### config.mk
export PLATFORM = sky130hd
export DESIGN_NAME = ifu_fetch
export DESIGN_NICKNAME = d
export VERILOG_FILES = /design/src/rtl/ifu_fetch.sv
export SDC_FILE = /design/constraint.sdc
export NUM_CORES = 1
export LEC_CHECK = 0
export BUFFER_PORTS_ARGS = -buffer_cell sky130_fd_sc_hd__buf_2
export CAP_MARGIN = 20
export CELL_PAD_IN_SITES_DETAIL_PLACEMENT = 1
export CELL_PAD_IN_SITES_GLOBAL_PLACEMENT = 1
export CORE_AREA = 4 4 188 190
export CTS_BUF_LIST = sky130_fd_sc_hd__clkbuf_8
export DETAILED_ROUTE_END_ITERATION = 7
export DIE_AREA = 0 0 192 194
export PLACE_DENSITY_LB_ADDON = 0.1
export SLEW_MARGIN = 25
export SYNTH_ARGS = -nofsm -noshare
export SYNTH_HDL_FRONTEND = slang
export SYNTH_SLANG_ARGS = --single-unit
export TNS_END_PERCENT = 20
### constraint.sdc
create_clock -name clk -period 3.72 [get_ports clk]
set_clock_uncertainty 0.05 [all_clocks]
set_input_delay 0.186 -clock clk [delete_from_list [all_inputs] [get_ports clk]]
set_output_delay 0.186 -clock clk [all_outputs]
set_load 0.005 [all_outputs]
### src/rtl/ifu_fetch.sv
// Instruction fetch unit: owns the PC, fetches one instruction at a time from
// instruction memory over a req/rsp handshake, and holds it for decode until
// it is committed. The next PC is chosen at commit from decode's npc_ctl.
module ifu_fetch #(
    parameter logic [63:0] RESET_PC = 64'h8000_0000
) (
    input  logic        clk,
    input  logic        rst,
    output logic        imem_req_valid,
    input  logic        imem_req_ready,
    output logic [63:0] imem_addr,
    input  logic        imem_rsp_valid,
    input  logic [31:0] imem_rsp_data,
    output logic        inst_valid,
    input  logic        inst_ready,
    output logic [63:0] pc,
    output logic [31:0] inst,
    output logic [6:0]  opcode,
    output logic [2:0]  func3,
    output logic [6:0]  func7,
    output logic [11:0] func12,
    input  logic [2:0]  npc_ctl,
    input  logic [63:0] alu_rst,
    input  logic [63:0] pc_branch,
    input  logic [63:0] mtvec,
    input  logic [63:0] mepc,
    output logic        fetch_misalign
);

    localparam logic [31:0] NOP_INST = 32'h0000_0013;

    typedef enum logic [1:0] {
        S_REQ  = 2'd0,
        S_WAIT = 2'd1,
        S_HOLD = 2'd2
    } state_t;

    state_t      state_reg, state_next;
    logic [63:0] pc_reg, pc_next;
    logic [31:0] inst_reg, inst_next;
    logic        inst_valid_reg, inst_valid_next;
    logic        misalign_reg, misalign_next;
    logic [63:0] npc;
    logic        commit;

    // Requests are suppressed while reset is held, even though the state
    // register already sits in S_REQ.
    assign imem_req_valid = (state_reg == S_REQ) && !rst;
    assign imem_addr      = pc_reg;
    assign inst_valid     = inst_valid_reg;
    assign pc             = pc_reg;
    assign inst           = inst_reg;
    assign fetch_misalign = misalign_reg;

    // Decode fields come from the held instruction so they stay stable in S_HOLD.
    assign opcode = inst_reg[6:0];
    assign func3  = inst_reg[14:12];
    assign func7  = inst_reg[31:25];
    assign func12 = inst_reg[31:20];

    // inst_valid_reg is only ever set in S_HOLD, so this is the commit event.
    assign commit = inst_valid_reg && inst_ready;

    // Next-PC selection; only consumed on the commit cycle.
    always_comb begin
        npc = pc_reg + 64'd4;
        case (npc_ctl)
            3'b001:  npc = alu_rst & ~64'd1;
            3'b010:  npc = pc_branch;
            3'b011:  npc = mtvec;
            3'b100:  npc = mepc;
            default: npc = pc_reg + 64'd4;
        endcase
    end

    // FSM next-state and datapath next values.
    always_comb begin
        state_next      = state_reg;
        pc_next         = pc_reg;
        inst_next       = inst_reg;
        inst_valid_next = inst_valid_reg;
        misalign_next   = misalign_reg;
        case (state_reg)
            S_REQ: begin
                // Any response seen here is stale (issued before a reset) and dropped.
                if (imem_req_valid && imem_req_ready) begin
                    state_next = S_WAIT;
                end
            end
            S_WAIT: begin
                if (imem_rsp_valid) begin
                    inst_next       = imem_rsp_data;
                    inst_valid_next = 1'b1;
                    state_next      = S_HOLD;
                end
            end
            S_HOLD: begin
                if (commit) begin
                    pc_next         = npc;
                    inst_valid_next = 1'b0;
                    state_next      = S_REQ;
                    // Misaligned target is flagged but fetch still proceeds there.
                    if (npc[1]) begin
                        misalign_next = 1'b1;
                    end
                end
            end
            default: begin
                state_next      = S_REQ;
                inst_valid_next = 1'b0;
            end
        endcase
    end

    // State and datapath registers with asynchronous reset.
    always_ff @(posedge clk or posedge rst) begin
        if (rst) begin
            state_reg      <= S_REQ;
            pc_reg         <= RESET_PC;
            inst_reg       <= NOP_INST;
            inst_valid_reg <= 1'b0;
            misalign_reg   <= 1'b0;
        end else begin
            state_reg      <= state_next;
            pc_reg         <= pc_next;
            inst_reg       <= inst_next;
            inst_valid_reg <= inst_valid_next;
            misalign_reg   <= misalign_next;
        end
    end

endmodule

# Word level (Yosys, flattened, before mapping)
# Index checks and enable logic that the tools add are counted.
[classes]
reduce_logical = 10
bitwise_logic = 1
n_eq_ne = 9
addsub = 1
muxes = 8
[op_table]
columns = ["operator", "count"]
rows = [
  ["64-bit one-hot mux with 4 select lines", 1],
  ["64-bit by 3-bit adder with 64-bit output, second input constant", 1],
  ["3-bit AND reduction", 3],
  ["3-bit by 2-bit equality test with 1-bit output, second input constant", 2],
  ["2-bit 2-to-1 mux", 3],
  ["2-bit one-hot mux with 3 select lines", 1],
  ["2-bit != test, second input constant", 2],
  ["2-bit AND reduction", 2],
  ["3-bit by 1-bit equality test with 1-bit output, second input constant", 1],
  ["3-bit equality test, second input constant", 1],
  ["1-bit logical AND", 3],
  ["1-bit one-hot mux with 3 select lines", 1],
  ["2-bit by 1-bit equality test with 1-bit output, second input constant", 1],
  ["2-bit equality test, second input constant", 1],
  ["2-bit zero test", 1],
  ["1-bit 2-to-1 mux", 2],
  ["2-bit by 1-bit != test with 1-bit output, second input constant", 1],
  ["1-bit zero test", 1],
  ["1-bit inverter", 1],
]
[totals]
regBits = 100
out_inout_bits = 192
input_bits = 296

# Depth between registers and ports, before layout
[depth]
ltp_word = 5
mapped_depth = 8
ltp_nobuf = 6

# Least setup slack after synthesis
# OpenSTA, ideal clock, no wires.
[synth_timing]
kind = "register to register"
from = "register pc_reg[18] (netlist: imem_addr[18])"
to = "register pc_reg[58] (netlist: imem_addr[58])"
required_ns = 3.550
synth_period_minus_slack_ns = 2.156
path_stages_with_launch = 7
slack_ns = 1.564
n_path_buf = 1
arrival_time_ns = 1.987
setup_time_ns = 0.120
cell_sequence = "dfrtp_1 -> buf_4 -> nand4_4 -> nor4_4 -> nand3_2 -> or4_1 -> a31o_1"
[synth_between]
elab_chain_cells = 2
[synth_rtl]
columns = ["item", "line_no", "source"]
rows = [
  ["from (decl)", "39", "logic [63:0] pc_reg, pc_next;"],
  ["from (signal assigned)", "125", "pc_reg <= pc_next;"],
  ["64-bit by 3-bit adder with 64-bit output", "72", "default: npc = pc_reg + 64'd4;"],
  ["64-bit one-hot mux with 4 select lines", "67", "case (npc_ctl)"],
]
# Every way passes these cells.
# A chain may end at the register's enable or synchronous reset.

# Final worst setup path
# Ends and elaborated chain as after synthesis.

==> run metrics <==
root buffer cell=clkbuf_8; peak per-stage delay on the critical path=0.59 ns; Num CTS Buffers=9; Post-CTS Resized=0; worst flop-to-flop path startpoint=imem_addr[18]; power density over the cells=532 mW/mm^2; Post-synth EDFFs=0; crit path max-delay cell type=dfrtp_1; DR WL/cell=23.2 microns; LEAKAGE=0.00516 uW; total global routing overflow=0; setup slack at placement=1.05 ns; relative slew slack=36.4%; Logic pwr share=46.8%; Initial Util=25.3%; share of cells above drive strength 1=42.6%; clk buf depth=2; vias in the first global route=10.0k; Worst Hold Endpoint=state_reg[1]; Mean Syn Cell Area=8.39 sq um; DP HPWL=33.4 mm; largest net degree at the start of global routing=64; WP buf/inv=0; vias per cell=5.17; CP top delay family=simple AND/OR/NAND/NOR gates; initial antenna violation count=3; crit path capture type=flop; # DRC=0; CORE AREA=0.0334 sq mm; Setup Buffers After CTS=0; gr usage total=22.0%; WHS Path Cells=3; PortBufs=486; Worst Path Class, Setup=reg -> reg; Die X=192 microns; fraction of registers with async set/reset=100%; Final Hold Viols=0; capturing point of the worst reg2reg path=imem_addr[58]; area delta synth->final=33.3%; Synth Cell Area=0.00846 sq mm; die area=0.0372 sq mm; Synth Flop Type=dfrtp_1; Sw Ratio=46.1%; most frequent cells in the layout=485 x buf_2, 96 x dfrtp_1, 62 x mux2i_1; max-cap violation count=0; IO Pins=488; CTS tree=done; net switching power=2770 uW; clk_lat worst skew=0.40 ns; Critical Path Start Type=flop; Max IR drop VDD=0.206 mV; first-pass GRT wire length=63.7 mm; remaining antenna violation count after routing=0; fmax=0.369 GHz; Internal Power=3230 uW; # nets final=1697; R2R Setup Slk=1.01 ns; clock-pin slew on the worst setup and hold paths=0.13 ns; post-synth cell types=66; Worst Path Max Fanout=10; Synth Net Count=1305; DRT iter0 DRCs=484; worst hold path startpoint=imem_rsp_valid; Min-Delay Path Class=in -> reg; status=finished, final reports clean; Ys Warns=0; worst-case reg-to-reg path depth=5; # setup viols final=0; DIE HEIGHT=194 microns; Critical Path AT=2.96 ns; Slew @ Worst Pin=0.954 ns; RSZ-0062 raised after global routing=false; H-Tree Depth=3; Cells after Synth=1008; # rows=67; Seq pwr share=40.6%; Tcrit/Tclk final=72.9%; Post-Route Setup TNS=0 ns; wirelength, routed=42.9 mm; crit path time final=2.71 ns; CP required=3.96 ns; register area share after synthesis=29.6%; #FFs+latches synth=100; pins over their slew limit=0; commonest non-fill, non-tap cell in the layout=buf_2; number of flip-flops in the largest register=64; CP cell instances=nand4_4, nor4_4, nand3_2, or4_1, a31o_1; clk sinks=100; first-pass iteration count of the detailed router=6; vias=9589; ANT cells=0; part of the power in the clock network=12.7%; PnR worst setup slack=1.01 ns; fill cell count=4116; gpl congestion=0.797
==> kinds of logic after synthesis <==
kind of cell | Yosys count | synth area share, %
flip-flops | 100 | 29.6
multiplexers | 103 | 12.8
buffers and inverters | 192 | 12.9
AO/OA/AOI/OAI | 297 | 23.6
AND/OR/NAND/NOR | 315 | 20.9
adder cells (fa/ha/maj) | 1 | 0.148
==> synthesized netlist by cell type (all sizes together), types with 6 or more instances <==
cell / count / area, sq um
and2: 12 / 75.1
inv: 22 / 82.6
nor2: 53 / 199
a22o: 8 / 70.1
nand3b: 8 / 60.1
and3: 8 / 50.1
mux2: 41 / 462
a41oi: 7 / 61.3
o32ai: 6 / 52.6
o21ai: 54 / 270
a22oi: 49 / 368
nand2: 62 / 233
a21oi: 40 / 200
clkbuf: 54 / 204
nand4: 38 / 265
nand3: 47 / 255
o22ai: 50 / 313
buf: 116 / 807
nor2b: 8 / 50.1
or4: 13 / 97.6
o22a: 12 / 105
and4: 6 / 52.6
nor3: 17 / 85.1
nor4: 24 / 201
a31oi: 22 / 138
o2bb2ai: 6 / 52.6
dfrtp: 96 / 2400
mux2i: 62 / 621
==> worst max path at each step <==
stage	startpoint	to	slack (ns)	depth (start not counted)
2_1_floorplan	rst	fetch_misalign	0.87	1
3_3_place_gp	imem_addr[18]	imem_addr[58]	1.09	5
3_5_place_dp	imem_addr[18]	imem_addr[58]	1.05	5
4_1_cts	imem_addr[18]	imem_addr[58]	1.02	5
5_1_grt	imem_addr[25]	imem_addr[63]	0.82	5
6_report	imem_addr[18]	imem_addr[58]	1.01	5
==> tightest hold or removal path, stage by stage <==
cell	delay [ns]
buf_2	0.12
nand3b_1	0.10
nand2_1	0.05
==> power by group through the flow <==
stage / clock [uW] / combinational, uW / sequential (uW)
3_3_place_gp: 0 / 2780 / 2440
4_1_cts: 799 / 2840 / 2450
5_1_grt: 834 / 3130 / 2550
2_1_floorplan: 0 / 1920 / 2170
6_report: 760 / 2810 / 2430
3_5_place_dp: 0 / 2800 / 2470
==> layer usage <==
metal	vias up	share of wire, %	track usage (%)
met3	26	6.7	4.18
met5	-	0.065	0
met1	4653	44	29.7
met4	6	1.1	3.38
met2	347	48	37.5
li1	4557	-	-
==> through the flow <==
| stage | total power (uW) | instance area [sq um] | utilization (%) | hold WS (ns) | instances |
|---|---|---|---|---|---|
| finish | 6000 | 11300 | 33.7 | 0.0379 | 1853 |
| global route | 6510 | 11300 | 33.7 | 0.0558 | 1853 |
| CTS | 6090 | 11300 | 33.7 | 0.0148 | 1853 |
| global placement | 5220 | 10700 | 32.1 | 0.349 | 1802 |
| floorplan | 4090 | 8460 | - | 0.245 | 1008 |
| detailed placement | 5280 | 10700 | 32.1 | 0.351 | 1802 |
==> cell type report <==
class | count | area [sq um] | share of cell area (%)
clock buffers | 9 | 124 | 1.10
clock inverters | 7 | 78.8 | 0.699
inverters | 22 | 85.1 | 0.755
multi-input cells | 716 | 4880 | 43.3
flip-flops and latches | 100 | 2510 | 22.2
well taps | 448 | 561 | 4.97
repair buffers | 551 | 3040 | 26.9
==> timing repair <==
item,in CTS,in global routing
hold buffers,35,0
hold endpoints to repair,85,0
setup endpoints to repair,0,0
No activity file was read; power rests on OpenSTA's default activity.
